## src/rtl/lab4_net_router_input_unit.sv

```systemverilog
// lab4_net_router_input_unit: buffered ring-router input port with head-entry route compute
typedef struct packed {
  logic [7:0] opaque;
  logic [7:0] src;
  logic [7:0] dest;
} net_hdr_t;

module lab4_net_router_input_unit #(
  parameter int p_payload_nbits = 32,
  parameter int p_num_routers = 8,
  parameter int p_depth = 4
) (
  input  logic                              clk,
  input  logic                              reset,
  input  logic [$clog2(p_num_routers)-1:0]  router_id,
  input  net_hdr_t                          in_msg_hdr,
  input  logic [p_payload_nbits-1:0]        in_msg_payload,
  input  logic                              in_val,
  output logic                              in_rdy,
  output net_hdr_t                          out_msg_hdr,
  output logic [p_payload_nbits-1:0]        out_msg_payload,
  output logic [1:0]                        out_port,
  output logic                              out_val,
  input  logic                              out_rdy,
  output logic [$clog2(p_depth):0]          num_free
);
  localparam int rw = $clog2(p_num_routers);
  localparam int aw = $clog2(p_depth);
  localparam int ew = $bits(net_hdr_t) + p_payload_nbits;
  localparam logic [aw:0] depth_c = (aw+1)'(p_depth);
  localparam logic [rw-1:0] half_c = rw'(p_num_routers / 2);
  logic [ew-1:0] mem [p_depth];
  logic [aw-1:0] wptr, rptr;
  logic [aw:0] count;
  logic [rw-1:0] fwd;
  logic enq, deq;
  assign in_rdy = count != depth_c;
  assign out_val = count != '0;
  assign num_free = depth_c - count;
  assign enq = in_val && in_rdy;
  assign deq = out_val && out_rdy;
  assign {out_msg_hdr, out_msg_payload} = mem[rptr];
  // forward distance on the ring; ties at half the ring go east
  assign fwd = out_msg_hdr.dest[rw-1:0] - router_id;
  assign out_port = (fwd == '0) ? 2'd0 : (fwd <= half_c) ? 2'd2 : 2'd1;
  // storage is not reset; only pointers and count define validity
  always_ff @(posedge clk)
    if (enq && reset) mem[wptr] <= {in_msg_hdr, in_msg_payload};
  // pointer and occupancy bookkeeping
  always_ff @(posedge clk or negedge reset)
    if (!reset) begin
      wptr <= '0;
      rptr <= '0;
      count <= '0;
    end else begin
      wptr <= enq ? wptr + aw'(1) : wptr;
      rptr <= deq ? rptr + aw'(1) : rptr;
      count <= (enq && !deq) ? count + (aw+1)'(1) : (deq && !enq) ? count - (aw+1)'(1) : count;
    end
endmodule

```

## config.mk

```make
export PLATFORM = sky130hd
export DESIGN_NAME = lab4_net_router_input_unit
export DESIGN_NICKNAME = d
export VERILOG_FILES = /design/src/rtl/lab4_net_router_input_unit.sv
export SDC_FILE = /design/constraint.sdc
export NUM_CORES = 1
export LEC_CHECK = 0
export BUFFER_PORTS_ARGS = -buffer_cell sky130_fd_sc_hd__buf_2
export CAP_MARGIN = 20
export CORE_ASPECT_RATIO = 2
export CORE_UTILIZATION = 55
export DETAILED_ROUTE_END_ITERATION = 8
export GPL_ROUTABILITY_DRIVEN = 0
export PLACE_DENSITY_LB_ADDON = 0.12
export SLEW_MARGIN = 10
export SYNTH_ARGS = -nofsm -noshare
export SYNTH_HDL_FRONTEND = slang
export SYNTH_SLANG_ARGS = --single-unit
```

## constraint.sdc

```tcl
create_clock -name clk -period 7.1 [get_ports clk]
set_input_delay 1.42 -clock clk [delete_from_list [all_inputs] [get_ports clk]]
set_output_delay 1.42 -clock clk [all_outputs]
set_load 0.02 [all_outputs]
```

==> flow_summary_export.csv <==
group,metric,value,unit
power,cellLeakagePower,3.523,nW
placement,dpl.hpwl,9.135,mm
sta,final-hold-violation-count,0,
sta,skew,0.01467,ns
setup_path,cp.required,5.68,ns
global_routing,grt_usage,18.62,%
setup_path,rrSetupSlack,4.40,ns
synth,yosysUniqueCellTypes,22,
synth,syn-num-nets,421,
cts,cts_tree,"done",
layout,fill_cells,998,
die,io_pins,126,
setup_path,startpoint,"rptr[0]",
setup_path,crit_chain,"buf_4 -> mux4_2 -> xor3_1 -> ha_1 -> buf_2",
die,die_h,178.9,µm
setup_path,critPathArrivalTime,3.34,ns
power,finalPower,4.087,mW
worst_hold_path,min_to,"count[0]",
setup_path,cp-start-kind,"flop",
synth,synth.avg_cell_area,24.88,µm²
global_routing,grt-ovfl-total,0,
routing,routed_wl,14.56,mm
cts,path_clk_slew,0.07,ns
cts,cts_htree_levels,1,
sta,rsz0062_at_grt,"false",
cts,ctsResizeCount,0,
setup_path,path_class,"reg -> out",
layout,seqCellArea,6907,µm²
synth,ys_warn_count,0,
outcome,status,"finished clean",
setup_path,worst_setup_path_end_kind,"primary output",
synth,synthCells,346,
sta,fin_crit_sh,67.10,%
layout,final_cells,694,
synth,ys_ff_latch,231,
layout,multi_input_area,1573,µm²
sta,period_needed,4.764,ns
routing,antenna_left,0,
synth,ys_seq_area_share,80.17,%
sta,slew_viol_final,0,
setup_path,cp_slowest_cell,"dfrtp_4",
cts,cts.sinks,231,
power,swShare,30.86,%
power,ir_worst_vdd,0.2699,mV
routing,via_per_inst,5.604,
cts,cts_max_path_buffers,3,
placement,port-buffer-count,125,
power,combPwrFrac,30.2,%
setup_path,reg2reg_from,"count[0]",
power,pwr-share-seq,43.8,%
power,p_per_area,404.8,nW/µm²
sta,relSlewSlack,42.51,%
sta,setup_tns,0,ns
cts,post_cts_buffers,0,
cts,cts_made_buffers,20,
worst_hold_path,holdCritStartpoint,"count[0]",
setup_path,crit_fanout,31,
layout,post_route_cells_drive_above_1_share,45.25,%
cts,hold_buffers,0,
worst_hold_path,holdPathStages,1,
routing,drtIter0Drc,229,
sta,setup_viol,0,
setup_path,timing.rr.end,"mem[1][40]",
setup_path,slowest_delay,0.80,ns
setup_path,cp_top_family,"flip-flops",
routing,firstDrtPassIters,6,
global_routing,grt_max_degree,57,
setup_path,worstRegToRegCells,6,
routing,drc,0,
power,power_switching,1.261,mW
sta,worst_pin_slew,0.8623,ns
power,p_int,2.826,mW
placement,dp_cells,660,
layout,nNetsFinal,559,
die,start_util,56.28,%
routing,num_vias,3889,
die,core_area,15290,µm²
sta,fmax,209.9,MHz
die,die-area,16190,µm²
worst_hold_path,hold_path_class,"reg -> reg",
cts,cts_root_buffer,"clkbuf_16",
synth,synth_area,8608,µm²
global_routing,antenna_found_initial,2,
power,p_clk_share,26.0,%
die,die_x,90.46,µm
layout,utilization,66.01,%
cts,clkLatencyLatePin,0.48,ns
die,rows,64,
run,max_cap_viol_count,0,
global_routing,grt_pass1_wl,22.45,mm
layout,syn_to_final_growth,17.28,%
setup_path,critPathBufInv,2,
routing,wl_per_cell,20.98,µm
global_routing,grt_pass1_vias,4208,
cell usage after synthesis:
| library cell | count | area [µm²] |
|---|---|---|
| ha_1 | 11 | 137.6 |
| fa_1 | 1 | 20.02 |
| nand3_1 | 1 | 5.000 |
| clkbuf_1 | 2 | 7.510 |
| nor2b_1 | 1 | 6.260 |
| xor2_1 | 1 | 8.760 |
| buf_1 | 1 | 3.750 |
| a21oi_1 | 1 | 5.000 |
| and3_1 | 4 | 25.02 |
| dfrtp_1 | 7 | 175.2 |
| mux2_2 | 1 | 11.26 |
| o21ai_0 | 1 | 5.000 |
| buf_2 | 6 | 30.03 |
| buf_6 | 2 | 22.52 |
| buf_4 | 4 | 30.03 |
| xor3_1 | 1 | 23.77 |
| edfxtp_1 | 224 | 6726 |
| inv_1 | 12 | 45.04 |
| xnor2_1 | 5 | 43.79 |
| nand2_1 | 3 | 11.26 |
| nor2_1 | 1 | 3.750 |
| mux4_2 | 56 | 1261 |
registers in the layout, indices dropped and copies added, names as in the netlist:
name / flops
mem: 224
count: 3
rptr: 2
wptr: 2
worst max path at each step:
stage | end | cells after the start
floorplan | out_port[1] | 5
global placement | out_port[1] | 5
detailed placement | out_port[1] | 5
CTS | out_port[1] | 5
global route | out_port[1] | 5
finish | out_port[1] | 5
power groups by stage:
stage,Combinational (mW),Clock (mW),Sequential (mW)
2_1_floorplan,0.990,0,1.73
3_5_place_dp,1.26,0,1.83
6_report,1.23,1.06,1.79
4_1_cts,1.27,1.09,1.80
3_3_place_gp,1.25,0,1.81
5_1_grt,1.33,1.14,1.81
through the flow:
stage	setup WS, ns	hold WS, ns	area [µm²]
after detailed placement	2.723	0.5773	9443
final	2.336	0.5793	10100
after floorplan	3.204	0.5219	8608
after CTS	2.195	0.5887	10090
after global placement	2.738	0.5577	9443
after global routing	2.078	0.6024	10100
area by class of cell:
type,instances,area share (%)
Clock buffer,23,5.379
Tap cell,198,2.454
Antenna cell,1,0.02479
Sequential cell,231,68.41
Multi-Input combinational cell,88,15.58
Inverter,12,0.4462
Clock inverter,10,1.066
Timing Repair Buffer,131,6.643
per-layer routing:
metal	vias to the layer above	routed length [µm]	GRT usage [%]
met4	2	400	6.788
met5	-	13	0
li1	1722	-	-
met1	2024	5352	21.70
met3	26	710	3.562
met2	115	8084	34.09
logic make-up (layout without fill, tap and decap cells):
family / count (synthesis) / in the layout / share of synthesized area (%)
AOI/OAI and AO/OA: 2 / 2 / 0.1162
other: 0 / 1 / 0
adders and majority gates: 12 / 12 / 1.831
buffers and inverters: 27 / 176 / 1.613
muxes: 57 / 57 / 14.78
xor gates and xnor gates: 7 / 7 / 0.8866
and+or+nand+nor: 10 / 10 / 0.5958
DFF: 231 / 231 / 80.17
cell usage in the layout, fill, tap and decap left out:
cell type	synthesis	layout
diode_2	0	1
clkinv_4	0	1
fa_1	1	1
dfrtp_1	7	5
dfrtp_2	0	1
buf_4	4	6
mux2_2	1	1
xor2_1	1	1
nor2b_1	1	1
inv_1	12	12
clkinv_2	0	3
mux4_2	56	56
clkbuf_8	0	1
nand2_1	3	3
inv_6	0	1
nor2_1	1	1
xnor2_1	5	5
clkbuf_16	0	21
clkinvlp_4	0	1
nand3_1	1	1
o21ai_0	1	1
bufinv_16	0	2
ha_1	11	11
edfxtp_1	224	224
xor3_1	1	1
clkinv_1	0	2
a21oi_1	1	1
buf_2	6	125
dfrtp_4	0	1
and3_2	0	4
clkbuf_1	2	1
(Power assumes the default switching activity.)
